[config.mk]
export PLATFORM = sky130hd
export DESIGN_NAME = piso_bit_feeder
export DESIGN_NICKNAME = d
export VERILOG_FILES = /design/src/rtl/piso_bit_feeder.sv
export SDC_FILE = /design/constraint.sdc
export NUM_CORES = 1
export LEC_CHECK = 0
export CAP_MARGIN = 5
export CORE_UTILIZATION = 45
export CTS_BUF_LIST = sky130_fd_sc_hd__clkbuf_4 sky130_fd_sc_hd__clkbuf_8
export CTS_CLUSTER_SIZE = 24
export DETAILED_ROUTE_END_ITERATION = 8
export PLACE_DENSITY = 0.73
export REMOVE_ABC_BUFFERS = 1
export SLEW_MARGIN = 20
export SYNTH_ARGS = -nofsm -noshare
export SYNTH_HDL_FRONTEND = slang
export SYNTH_SLANG_ARGS = --single-unit
[constraint.sdc]
create_clock -name clk -period 3.14 [get_ports clk]
set_clock_uncertainty 0.15 [all_clocks]
set_input_delay 0.628 -clock clk [delete_from_list [all_inputs] [get_ports clk]]
set_output_delay 0.628 -clock clk [all_outputs]
set_load 0.02 [all_outputs]
[src/rtl/piso_bit_feeder.sv]
// Parallel-in / serial-out bit feeder for a downstream sequence detector.
// Define PISO_BIT_FEEDER_PARITY_EN to append an even-parity bit to every frame.
module piso_bit_feeder #(
  parameter int WIDTH     = 8,
  parameter int MSB_FIRST = 1
) (
  input  logic             clk,
  input  logic             reset,
  input  logic [WIDTH-1:0] din,
  input  logic             load_valid,
  output logic             load_ready,
  output logic             x,
  output logic             x_valid,
  output logic             done
);
  // state | meaning
  // IDLE  | no frame, x/x_valid low, ready for a word
  // SHIFT | presenting data bit cnt of the captured word
  // PAR   | presenting the parity bit (parity builds only)

  localparam int             CW   = $clog2(WIDTH);
  localparam logic [CW-1:0]  LAST = CW'(WIDTH - 1);

`ifdef PISO_BIT_FEEDER_PARITY_EN
  localparam bit PARITY = 1'b1;
  typedef enum logic [1:0] {IDLE, SHIFT, PAR} state_t;
`else
  localparam bit PARITY = 1'b0;
  typedef enum logic {IDLE, SHIFT} state_t;
`endif

  state_t           state, state_nxt;
  logic [WIDTH-1:0] sreg, sreg_nxt;
  logic [CW-1:0]    cnt, cnt_nxt;
  logic             x_nxt, x_valid_nxt, done_nxt;
  logic             load;

  // Bit i of the frame, honouring the configured bit order.
  function automatic logic pick(input logic [WIDTH-1:0] w, input logic [CW-1:0] i);
    logic [CW-1:0] idx;
    idx = (MSB_FIRST != 0) ? (LAST - i) : i;
    return w[idx];
  endfunction

  always_comb begin
    state_nxt   = state;
    sreg_nxt    = sreg;
    cnt_nxt     = cnt;
    x_nxt       = 1'b0;
    x_valid_nxt = 1'b0;
    done_nxt    = 1'b0;
    load_ready  = 1'b0;
    load        = 1'b0;
    case (state)
      IDLE: load_ready = 1'b1;
      SHIFT: begin
        if (cnt != LAST) begin
          cnt_nxt     = cnt + 1'b1;
          x_nxt       = pick(sreg, cnt + 1'b1);
          x_valid_nxt = 1'b1;
          done_nxt    = !PARITY && ((cnt + 1'b1) == LAST);
        end else begin
`ifdef PISO_BIT_FEEDER_PARITY_EN
          state_nxt   = PAR;
          x_nxt       = ^sreg;
          x_valid_nxt = 1'b1;
          done_nxt    = 1'b1;
`else
          load_ready  = 1'b1;
          state_nxt   = IDLE;
`endif
        end
      end
`ifdef PISO_BIT_FEEDER_PARITY_EN
      PAR: begin
        load_ready = 1'b1;
        state_nxt  = IDLE;
      end
`endif
      default: state_nxt = IDLE;
    endcase

    // A load overrides whatever the current state would do next.
    load = load_valid && load_ready;
    if (load) begin
      state_nxt   = SHIFT;
      sreg_nxt    = din;
      cnt_nxt     = '0;
      x_nxt       = pick(din, '0);
      x_valid_nxt = 1'b1;
      done_nxt    = 1'b0;
    end
  end

  always_ff @(posedge clk or posedge reset) begin
    if (reset) begin
      state   <= IDLE;
      sreg    <= '0;
      cnt     <= '0;
      x       <= 1'b0;
      x_valid <= 1'b0;
      done    <= 1'b0;
    end else begin
      state   <= state_nxt;
      sreg    <= sreg_nxt;
      cnt     <= cnt_nxt;
      x       <= x_nxt;
      x_valid <= x_valid_nxt;
      done    <= done_nxt;
    end
  end
endmodule

* After elaboration in Yosys (flattened, before gate mapping)
Cells that the tools add are included.
** Cells by class
- Add/sub/neg operators :: 2
- Magnitude comparators :: 1
- Equal/unequal tests :: 2
- Mux-type cells :: 16
- Bitwise logic cells :: 1
- Reduce and logical (&&, ||, !) cells :: 4
** Operators with widths (number)
- 2-to-1 mux 1 bit :: 11
- 2-to-1 mux 3 bit :: 3
- < comparator 3 x 4 -> 1 bit (second input constant) :: 1
- nonzero test 2 bit :: 2
- adder 3 x 1 -> 3 bit (second input constant) :: 1
- binary-select mux 1 bit (select 3 bit) :: 1
- equality test 3 bit (second input constant) :: 1
- != test 3 bit (second input constant) :: 1
- subtractor 3 bit (first input constant) :: 1
- case mux 1 bit (2 select lines) :: 1
- AND reduction 2 bit :: 1
- logical AND 1 bit :: 1
- NOT 1 bit :: 1
** Word-level totals
- Flip-flop bits (word level) :: 14
- Input bits :: 11

* Logic depth before layout (Yosys ltp)
- Word-level depth :: 7
- Mapped depth :: 6
- Mapped depth without buffers :: 5

* Worst setup path after synthesis
No wires, ideal clock.
- Path kind :: register to register
- Start :: register cnt[0]
- End :: register sreg[0]
- Arrival time :: 1.755 ns
- Setup slack :: 1.110 ns
- Cell stages (with the launch flop) :: 7
- Buffers on the path :: 1
- Cell sequence :: dfrtp_1 -> ha_1 -> ha_1 -> nand2b_1 -> and2_1 -> buf_2 -> mux2_2
** On the way
- Longest elaborated chain between the ends :: 4
** RTL lines
- start: declaration :: line 34 : logic [CW-1:0] cnt, cnt_nxt;
- start signal: assignment :: line 106 : cnt <= cnt_nxt;
- != test 3 bit :: line 57 : if (cnt != LAST) begin
- 2-to-1 mux 1 bit :: line 57
- case mux 1 bit (2 select lines) :: line 54 : case (state)
- named net load_ready :: line 11 : output logic load_ready,
- logical AND 1 bit :: line 84 : load = load_valid && load_ready;
- end signal: assignment :: line 105 : sreg <= sreg_nxt;
- end: declaration :: line 33 : logic [WIDTH-1:0] sreg, sreg_nxt;
The timed path passes the listed nets, and every way through them passes these cells.
A chain may end at the register's enable or synchronous reset.

* Final worst setup path
- Start :: register cnt[0]
- End :: output load_ready
** On the way
- Longest elaborated chain between the ends :: 3
** RTL lines (line)
- != test 3 bit :: 57
- 2-to-1 mux 1 bit :: 57
- case mux 1 bit (2 select lines) :: 54
- end: declaration :: 11
Every way passes these cells.

==> impl_summary.md <==
Clock network
The hold buffer count at CTS is 0. The clock edge transition at the registers on the reported setup and hold paths is 0.08 ns. The source-to-sink clock delay at the later pin of the worst-skew pair is 0.27 ns. After clock tree synthesis, the repair step resized 0 gates. Counting the buffers created by CTS gives 3. The root buffer cell chosen for the clock tree is clkbuf_4. The longest clock path from root to sink contains 2 buffers.

TritonCTS built the clock tree. In this run the post-CTS setup repair buffer count came out at 0. Clock tree synthesis found a total of 14 sinks. The number of H-tree levels is 1.

Placement
The count of buffers inserted at the top-level ports is 14. The final estimated routing congestion in global placement is 0.7234.

Logic synthesis
After synthesis the cells add up to 654.4 um2. The share of the synthesized area in the top cell type is 53.54%. The share of the Yosys chip area taken by registers is 53.54%. The synthesized design contains 14 register bits. The yosys synthesis warning count is 0. Of the total synthesized cell area, the portion taken by XOR and XNOR cells is 1.338%.

The main combinational cell family by area after synthesis is multiplexers. After Yosys synthesis, and, or, nand and nor cells account for 9.178% of the synthesized area. After synthesis, the cell types taking the most area are dfrtp_1 (54%), mux2_2 (14%), ha_1 (7.6%). The mean instance size in the synthesized netlist is 13.35 um2. The cell count after synthesis is 49. The complex-gate fraction of the synthesized area is 4.207%. The largest total area in the synthesized netlist belongs to dfrtp_1. The share of synthesized area spent on multiplexers is 22.18%. The adder-cell share of the synthesized area is 7.648%. Of all flip-flops after synthesis, the portion carrying an async set or reset was 100.0%. The commonest cells after synthesis are dfrtp_1 (14), mux2_2 (8), ha_1 (4), nor2_1 (4), nand2b_1 (3).

The commonest register cell after synthesis is dfrtp_1. The number of distinct library cell variants in the gate-level netlist after synthesis is 18. The synthesized design contains 0 enable-type register cells.

Yosys instantiated no cell more often than dfrtp_1.

Detailed routing
After the first detailed-routing iteration, the DRC count stood at 5. The number of iterations in the first detailed-routing pass is 4. In the final routed layout, each cell accounts on average for 12.43 um. The routed via count is 431. In this run the remaining antenna-violating nets after routing total 0. After detailed routing, the number of vias per cell comes to 5.388. Summed over all layers, the routed wires come to 994 um. For this run, design rule violations remaining after detail routing come to 0.

GRT
The via count of the first global-routing pass came to 366. For met1 alone, demand over resource in global routing was 21.28%. The final global-route overflow total is 0. The initial antenna violation count was 0.

The maximum number of pins on one net before global-route repair is 15. The first global-routing pass estimated 1607 um of wire. In the global route stage, met3 resource usage came out at 5.000%.

The met2 track demand over resource in global routing is 22.98%. The total track usage is 16.24%. The most used routing layer is met2.

Critical path
Data arrives at the worst endpoint at 1.86 ns. Of all nets on the critical path, the largest fanout is 5. The critical path endpoint category is an output pin. The most critical setup path has its startpoint at cnt[0]. The critical path launch point type is a flop. The worst setup path is of the reg2out kind. STA puts the critical path data required time at 2.36 ns. In this run the critical register-to-register path is launched from cnt[0].

Die
The die is 40.14 um wide. The initialized floorplan defines 13 standard-cell rows. 15 I/O pins were placed. The effective utilization at floorplan is 49.06%.

The die outline area is 1611 um2. The die height is 40.14 um. The core footprint is 1334 um2.

Timing
Of the available clock period, the critical path in the final layout requires 84.09%. The count of endpoints failing setup in the final report is 0. The smallest clock period supported by the final layout is computed as 2.640 ns.

The number of max-slew violations in the final report is 0. For the pin with the worst max-slew slack, the measured transition is 0.5362 ns. The number of hold violations in the final report was 0. The achievable clock frequency is 378.7 MHz. Setup repair after global routing left no endpoint under its margin. Setup total negative slack on the finished layout was measured at 0 ns. Headroom to the max-slew limit came out at 64.22%. Across all hold checks on the routed design, the worst slack comes to 0.3574 ns.

Pwr
The internal portion of total power is 565.1 uW. The proportion of total power due to net switching is 33.82%. The maximum vdd ir drop is 0.0004775 V.

Summed over all cells, the static leakage comes to 0.0003683 uW. Per report_power, the sequential group accounts for 37.9% of the total. The net switching power is 288.7 uW. Power spread over the standard cell area amounts to 1028 nW/um2. The logic gate share of total power is 50.6%. Of the total power, the clock network draws 11.4%.

Job
The number of max-cap violations is 0.

Worst hold path
The worst hold-check path type is reg2reg. In this run the most critical hold path is launched from sreg[5].

Cells and area
Of the cells placed in the final design, the portion with a size suffix greater than 1 is 18.46%. The number of antenna repair diodes is 0. The net total in the final layout is 82. Compared with the post-synthesis result, the final layout area differs by 26.96%. The final-layout fill cell count is 116.

Outcome
The flow ran to the end, and the final reports show no timing, DRC or antenna violations.
registers in the layout (all words and copies together), names as in the netlist:
| name | cells |
|---|---|
| cnt | 3 |
| x | 1 |
| done | 1 |
| sreg | 8 |
| state | 1 |
path summary, 6_finish.rpt:
check | depth (start not counted) | slack [ns] | endpoint
hold reg to reg | 1 | 0.36 | sreg[5]
min in group asynchronous | 2 | 0.54 | sreg[6]
setup / recovery | 4 | 0.50 | load_ready
hold / removal | 1 | 0.36 | sreg[5]
max in group asynchronous | 2 | 1.94 | state
setup reg to reg | 5 | 1.07 | x
cell type report:
class	instances	area, um2	area share, %
multi-input cells	32	291.5	35.09
inverters	2	7.507	0.9036
flip-flops and latches	14	350.3	42.17
well taps	15	18.77	2.259
clock buffers	3	22.52	2.711
repair buffers	14	140.1	16.87
cells by family (layout without fill, tap and decap cells):
logic type / after synthesis / count (layout)
XOR/XNOR: 1 / 1
buffers and inverters: 3 / 19
multiplexers: 12 / 12
AO/OA/AOI/OAI: 3 / 3
flip-flops: 14 / 14
adder cells (fa/ha/maj): 4 / 4
AND/OR/NAND/NOR: 12 / 12
metal layers:
layer	part of all wire, %	routed length [um]
met4	1.1	11
met2	46	459
met1	49	490
met5	0	0
met3	3.3	33
cells in the final DEF (no fill, tap or decap):
cell,count
clkdlybuf4s50_1,14
nor2_1,4
a32o_1,1
nand2_1,2
nand2b_1,3
xnor2_1,1
nor2b_1,1
or3_1,1
o311a_1,1
mux2_2,8
ha_1,4
clkbuf_4,3
inv_1,2
a211oi_1,1
mux2i_1,1
mux2_1,2
mux4_2,1
and2_1,1
dfrtp_1,14
power groups by stage:
stage                     sequential (uW)  clock (uW)  combinational, uW
final                                 324        97.7                432
after detailed placement              329           0                437
after global routing                  336         112                467
after CTS                             325         101                440
after global placement                326           0                429
after floorplan                       335           0                311
critical path: stages, from the launching register on:
cell and delay, ns:
dfrtp_1 0.44, ha_1 0.24, ha_1 0.18, nand2b_1 0.18, clkdlybuf4s50_1 0.55
per-stage QoR:
stage | utilization [%] | worst slack, ns | instances | instance area, um2 | total power, uW
2_1_floorplan | - | 1.116 | 48 | 649.4 | 645.5
3_3_place_gp | 60.60 | 0.8194 | 77 | 808.3 | 754.6
3_5_place_dp | 60.60 | 0.7943 | 77 | 808.3 | 766.5
4_1_cts | 62.29 | 0.4873 | 80 | 830.8 | 865.1
5_1_grt | 62.29 | 0.3910 | 80 | 830.8 | 914.8
6_report | 62.29 | 0.4995 | 80 | 830.8 | 853.8
Note: power is estimated with default switching activity, not from simulation.
